--- src/rtl/reg_dump_pkg.sv ---
// Shared types and constants for the register-file dump engine.
// REG_DUMP_INDEX_EN prefixes each register's four value bytes with an index byte.
package reg_dump_pkg;

  typedef enum logic [1:0] {
    IDLE  = 2'd0,
    LATCH = 2'd1,
    SEND  = 2'd2,
    DONE  = 2'd3
  } state_t;

`ifdef REG_DUMP_INDEX_EN
  localparam int BYTES_PER_REG = 5;
`else
  localparam int BYTES_PER_REG = 4;
`endif

  localparam int SHIFT_W = 8 * BYTES_PER_REG;
  localparam int BCNT_W  = 3;

  // Upper bits of the index byte; the register number fills the low five.
  localparam logic [2:0] INDEX_PREFIX = 3'b000;

endpackage

--- src/rtl/reg_dump_word_serializer.sv ---
// Serializes one loaded register as a little-endian valid/ready byte stream.
// With REG_DUMP_INDEX_EN the index byte goes out ahead of the value bytes.
module word_serializer
  import reg_dump_pkg::*;
(
  input  logic        clk,
  input  logic        rst,
  input  logic        load,
  input  logic [31:0] load_word,
  input  logic [4:0]  load_index,
  output logic [7:0]  tx_data,
  output logic        tx_valid,
  input  logic        tx_ready,
  output logic        last_byte
);

  logic [SHIFT_W-1:0] shift;
  logic [BCNT_W-1:0]  bcnt;
  logic               valid;
  logic [SHIFT_W-1:0] load_value;
  logic               fire;

`ifdef REG_DUMP_INDEX_EN
  assign load_value = {load_word, INDEX_PREFIX, load_index};
`else
  logic unused_index;
  assign unused_index = ^load_index;
  assign load_value   = load_word;
`endif

  assign fire      = valid & tx_ready;
  assign last_byte = (bcnt == BCNT_W'(BYTES_PER_REG - 1));
  assign tx_data   = shift[7:0];
  // Valid is a register, so it never depends combinationally on tx_ready.
  assign tx_valid  = valid;

  // NOTE: sequential state uses non-blocking assignments so every flop samples
  // the pre-edge values; blocking here would create order-dependent races.
  always_ff @(posedge clk) begin
    if (rst) begin
      shift <= '0;
      bcnt  <= '0;
      valid <= 1'b0;
    end else if (load) begin
      shift <= load_value;
      bcnt  <= '0;
      valid <= 1'b1;
    end else if (fire) begin
      // Shifting zeros in leaves tx_data at 0 once the word is drained.
      shift <= shift >> 8;
      bcnt  <= bcnt + 1'b1;
      if (last_byte) begin
        valid <= 1'b0;
      end
    end
  end

endmodule

--- src/rtl/reg_dump.sv ---
// Debug readout engine: walks x0..x(NREGS-1) on a spare register-file read port
// and streams each register out as bytes. Optional index bytes: REG_DUMP_INDEX_EN.
module reg_dump
  import reg_dump_pkg::*;
#(
  parameter int NREGS = 32
) (
  input  logic        clk,
  input  logic        rst,
  input  logic        start,
  output logic        busy,
  output logic        done,
  output logic [4:0]  raddr,
  input  logic [31:0] rdata,
  output logic [7:0]  tx_data,
  output logic        tx_valid,
  input  logic        tx_ready
);

  localparam logic [4:0] LAST_INDEX = 5'(NREGS - 1);

  state_t      state, state_nxt;
  logic [4:0]  index, index_nxt;
  logic        load;
  logic        last_byte;
  logic        reg_sent;
  logic [31:0] load_word;

  // x0 reads as zero, matching how the core itself reads the register file.
  assign load_word = (index == 5'd0) ? 32'd0 : rdata;
  assign reg_sent  = tx_valid & tx_ready & last_byte;

  word_serializer u_serializer (
    .clk        (clk),
    .rst        (rst),
    .load       (load),
    .load_word  (load_word),
    .load_index (index),
    .tx_data    (tx_data),
    .tx_valid   (tx_valid),
    .tx_ready   (tx_ready),
    .last_byte  (last_byte)
  );

  always_ff @(posedge clk) begin
    if (rst) begin
      state <= IDLE;
      index <= '0;
    end else begin
      state <= state_nxt;
      index <= index_nxt;
    end
  end

  // NOTE: every output of this block gets a default first; a path that skips an
  // assignment would otherwise infer a latch.
  always_comb begin
    state_nxt = state;
    index_nxt = index;
    load      = 1'b0;
    raddr     = 5'd0;
    busy      = 1'b0;
    done      = 1'b0;
    case (state)
      IDLE: begin
        if (start) begin
          index_nxt = 5'd0;
          state_nxt = LATCH;
        end
      end
      LATCH: begin
        raddr     = index;
        load      = 1'b1;
        busy      = 1'b1;
        state_nxt = SEND;
      end
      SEND: begin
        busy = 1'b1;
        if (reg_sent) begin
          if (index == LAST_INDEX) begin
            state_nxt = DONE;
          end else begin
            index_nxt = index + 5'd1;
            state_nxt = LATCH;
          end
        end
      end
      DONE: begin
        done      = 1'b1;
        state_nxt = IDLE;
      end
      default: state_nxt = IDLE;
    endcase
  end

endmodule

--- config.mk ---
export PLATFORM = sky130hd
export DESIGN_NAME = reg_dump
export DESIGN_NICKNAME = d
export VERILOG_FILES = /design/src/rtl/reg_dump_pkg.sv /design/src/rtl/reg_dump_word_serializer.sv /design/src/rtl/reg_dump.sv
export SDC_FILE = /design/constraint.sdc
export NUM_CORES = 1
export LEC_CHECK = 0
export CAP_MARGIN = 40
export CORE_MARGIN = 5
export CORE_UTILIZATION = 35
export CTS_BUF_LIST = sky130_fd_sc_hd__clkbuf_4
export DETAILED_ROUTE_END_ITERATION = 10
export PLACE_DENSITY_LB_ADDON = 0.3
export SYNTH_ARGS = -nofsm -noshare
export SYNTH_HDL_FRONTEND = slang
export SYNTH_SLANG_ARGS = --single-unit
--- constraint.sdc ---
create_clock -name clk -period 2.51 [get_ports clk]
set_clock_uncertainty 0.1 [all_clocks]
set_input_delay 0.502 -clock clk [delete_from_list [all_inputs] [get_ports clk]]
set_output_delay 0.502 -clock clk [all_outputs]
set_load 0.005 [all_outputs]
==> results.txt <==
----------------------------------------------------
[Timing]
  Share of the clock period used by the worst path ... 0.916
  Count of pins over their slew limit ... 0
  Worst slew slack as a fraction of its limit ... 0.628
  Final count of hold timing violations ... 0
  Worst-Margin Slew ... between 500 and 600 ps
  F_max ... between 0.4 and 0.5 GHz
  Setup TNS ... 0 ps
  Final setup viols ... 0
  RSZ-0062 raised after global routing ... false
  Final Critical Period ... ~2300 ps

[Critical path]
  Reg-to-reg startpoint ... state[1]
  Count of buffer and inverter cells on the critical path ... 2
  Critical path depth in cells ... 4
  Kind of capture point of the worst setup path ... output pin
  Slowest stage delay, CP ... 490 ps
  CP endpoint ... raddr[3]
  Cell type group with the largest total delay on the critical path ... buffers and inverters
  Worst r2r path cells ... 7
  Worst setup slack for register-to-register paths ... 400 ps
  CP max stage cell ... clkdlybuf4s50_1
  Crit Path Category ... reg2out
  List of cells traversed by the critical path ... inv_1, ha_2, and2_1, clkdlybuf4s50_1
  Worst-path maximum fanout ... 6
  Data arrival time of the critical path ... 1700 ps
  CP startpoint kind ... flop
  Worst setup path startpoint ... state[1]
  Endpoint of the worst register-to-register path ... u_serializer.shift[5]
  Critical path required time ... between 1500 and 2000 ps

[Clock network]
  Clock network latency to the later pin of the worst-skew pair ... 350 ps
  Post-CTS Setup Inserts ... 0
  H-Tree Depth ... 2
  Worst-path clk slew ... between 100 and 150 ps
  Root buffer selected by CTS ... clkbuf_4
  Total of hold buffers inserted after clock tree synthesis ... 0
  Count of cells resized by post-cts repair ... 0
  Clk sinks ... between 40 and 50
  TritonCTS Buffers ... 5
  Clock Tree Buf Depth ... 2
  TritonCTS clock tree ... built

[Min path]
  Worst hold-check path type ... reg2reg
  Origin of the worst min-delay path ... u_serializer.shift[31]

[Routing]
  Count of antenna-violating nets left after detailed routing ... 0
  Vias per inst ... between 5 and 6
  Violation count after the first detailed-route iteration ... roughly 100
  Total via count in the routed design ... 1942
  Pre-antenna DRT Iters ... 4
  Detail-routed net length per standard cell ... approximately 14 µm
  Post-detailed-route DRC marker count ... 0
  Detailed-route wire length ... around 5000 µm

[Logic synthesis]
  Synth Net Count ... a little over 300
  Synth warnings ... 0
  Area fraction in and, or, nand and nor cells after synthesis ... 0.201
  Share of the synthesized area in compound gates (AO/OA/AOI/OAI) ... 0.252
  Number of unique standard cell types used by synthesis ... 38
  Post-synthesis share of cell area spent on full adders, half adders and majority gates ... 0.0567
  Gate count of the mapped netlist ... 258
  Average cell area after synthesis ... between 8 and 9 µm²
  Portion of netlist area occupied by mux cells ... 0.00907
  Sequential element share of the synthesized area ... 0.390
  Synth Area in XOR/XNOR ... 0.00397
  Combinational family with the most area after synthesis ... compound AO/OA/AOI/OAI gates
  Number of flip-flops and latches in the synthesized netlist ... 43
  Post-synthesis instance area ... around 2200 µm²

[Floorplanning]
  IO Count ... between 50 and 60
  DIE WIDTH ... ~89 µm
  Core Rows ... 29
  Die boundary height ... a little under 90 µm
  Die Outline Area ... ~8000 µm²
  Initial Util ... 0.354
  Area of the core ... roughly 6200 µm²

[Final layout]
  Area growth from synthesis to final layout ... 24.6%
  Share of layout cells above drive strength 1 ... 0.0548
  Layout filler cell count ... ~650
  Antenna fix cells ... 0
  Final-stage net count ... approximately 340

[Global route]
  Global routing usage summed across all routing layers ... 0.131
  Wire length of the first global-routing pass ... around 8200 µm
  Number of global-route vias before repair ... between 1500 and 2000
  Number of antenna violations at the first check in global routing ... 0
  Pin count of the biggest net entering global routing ... 63
  Remaining Overflow, GRT ... 0

[Place]
  Placer congestion estimate ... approximately 0.80
  Detailed placer's ending HPWL ... about 3400 µm
  Port Buffer Count ... 51

[Power]
  Areal power density over the cells ... 911 nW/µm²
  IR drop worst, VDD ... between 0.4 and 0.5 mV
  Leak Pwr ... roughly 0.00097 µW
  Post-route total power ... roughly 2500 µW

[Outcome]
  Run status ... finished, final reports clean

[Run]
  Count of maximum capacitance violations ... 0

----------------------------------------------------
==> cell usage after synthesis <==
cell       count  area, µm²
nand4b_1       1       8.76
nor3_1         2       10.0
a221o_1        1       10.0
nand4_1        3       18.8
nand2_1        6       22.5
buf_1          3       11.3
nand2b_1       3       18.8
a32oi_1        8       70.1
and4b_1        1       10.0
and2_1         5       31.3
mux2i_1        2       20.0
ha_1          10        125
nor2_1        34        128
dfxtp_1       43        861
nand3b_1       3       22.5
buf_6          2       22.5
o21a_1         1       7.51
xor2_1         1       8.76
and3_1         2       12.5
o211ai_1       3       22.5
buf_4          8       60.1
nand3_1       27        135
a211oi_1      24        180
a21o_1         1       7.51
o311ai_1       1       8.76
or2_0          1       6.26
clkbuf_1      13       48.8
a221oi_1       1       8.76
buf_2          5       25.0
a21boi_0       1       7.51
a21oi_1        5       25.0
o21bai_1      24        180
a31oi_1        1       6.26
o22ai_1        2       12.5
or4b_4         1       13.8
nor2b_1        1       6.26
a2111oi_0      1       8.76
inv_1          7       26.3
==> worst reg2reg max path, stage by stage (launching register included) <==
cell	delay (ps)
dfxtp_1	350
inv_1	140
ha_2	250
buf_4	480
a21o_1	160
buf_4	270
nor2_1	80
a211oi_1	220
==> cells in the final DEF (no fill, tap or decap), types with 2 or more instances in the layout <==
| master | n |
|---|---|
| clkdlybuf4s50_1 | 51 |
| dfxtp_1 | 43 |
| nor2_1 | 34 |
| nand3_1 | 27 |
| o21bai_1 | 24 |
| a211oi_1 | 24 |
| ha_1 | 9 |
| a32oi_1 | 8 |
| inv_1 | 7 |
| clkbuf_4 | 7 |
| nand2_1 | 6 |
| buf_4 | 6 |
| and2_1 | 5 |
| a21oi_1 | 5 |
| nand2b_1 | 3 |
| nand4_1 | 3 |
| nand3b_1 | 3 |
| o211ai_1 | 3 |
| and3_1 | 2 |
| mux2i_1 | 2 |
| nor3_1 | 2 |
| o22ai_1 | 2 |
==> layout make-up <==
type / count / area [µm²] / area share
flip-flops and latches: 43 / 861 / 0.313
multi-input cells: 177 / 1160 / 0.420
inverters: 7 / 26.3 / 0.00955
well taps: 77 / 96.3 / 0.0350
repair buffers: 57 / 556 / 0.202
clock inverters: 1 / 5.00 / 0.00182
clock buffers: 7 / 52.6 / 0.0191
==> state kept, by name, indices dropped and copies added, names as in the netlist <==
signal / cells
index: 5
state: 2
u_serializer.bcnt: 3
u_serializer.shift: 32
u_serializer.tx_valid: 1
==> power by group <==
part / leakage, µW / switching, µW / total, µW / internal, µW
Combinational: 0.000578 / 611 / 1170 / 554
Sequential: 0.000351 / 116 / 993 / 877
Clock: 0.0000361 / 218 / 349 / 131
==> how the worst min path moves through the flow <==
stage | to | cells past startpoint
2_1_floorplan | u_serializer.shift[24] | 2
3_3_place_gp | u_serializer.shift[28] | 2
3_5_place_dp | u_serializer.shift[26] | 2
4_1_cts | u_serializer.bcnt[2] | 2
5_1_grt | u_serializer.shift[26] | 2
6_report | u_serializer.shift[31] | 2
==> cell families (layout without fill, tap and decap cells) <==
group / after synthesis / after routing
buffers and inverters: 38 / 72
AND/OR/NAND/NOR: 90 / 90
AO/OA/AOI/OAI: 74 / 74
adder cells (fa/ha/maj): 10 / 10
XOR/XNOR: 1 / 1
flip-flops: 43 / 43
multiplexers: 2 / 2
==> stage by stage <==
stage               instances  instance area [µm²]  hold slack (ps)  worst slack (ps)   util
CTS                       369                 2750              408               173  0.441
finish                    369                 2750              403               211  0.441
detailed placement        361                 2700              373               418  0.432
global route              369                 2750              423              87.6  0.441
floorplan                 258                 2210              354               631      -
global placement          361                 2700              368               464  0.432
==> routing by layer <==
layer | track usage | vias to the layer above | wire length [µm]
li1 | - | 996 | -
met1 | 0.190 | 895 | 2560
met2 | 0.190 | 45 | 2170
met3 | 0.0350 | 6 | 328
met4 | 0.0406 | 0 | 33
met5 | 0 | - | 0
(Power assumes the default switching activity.)
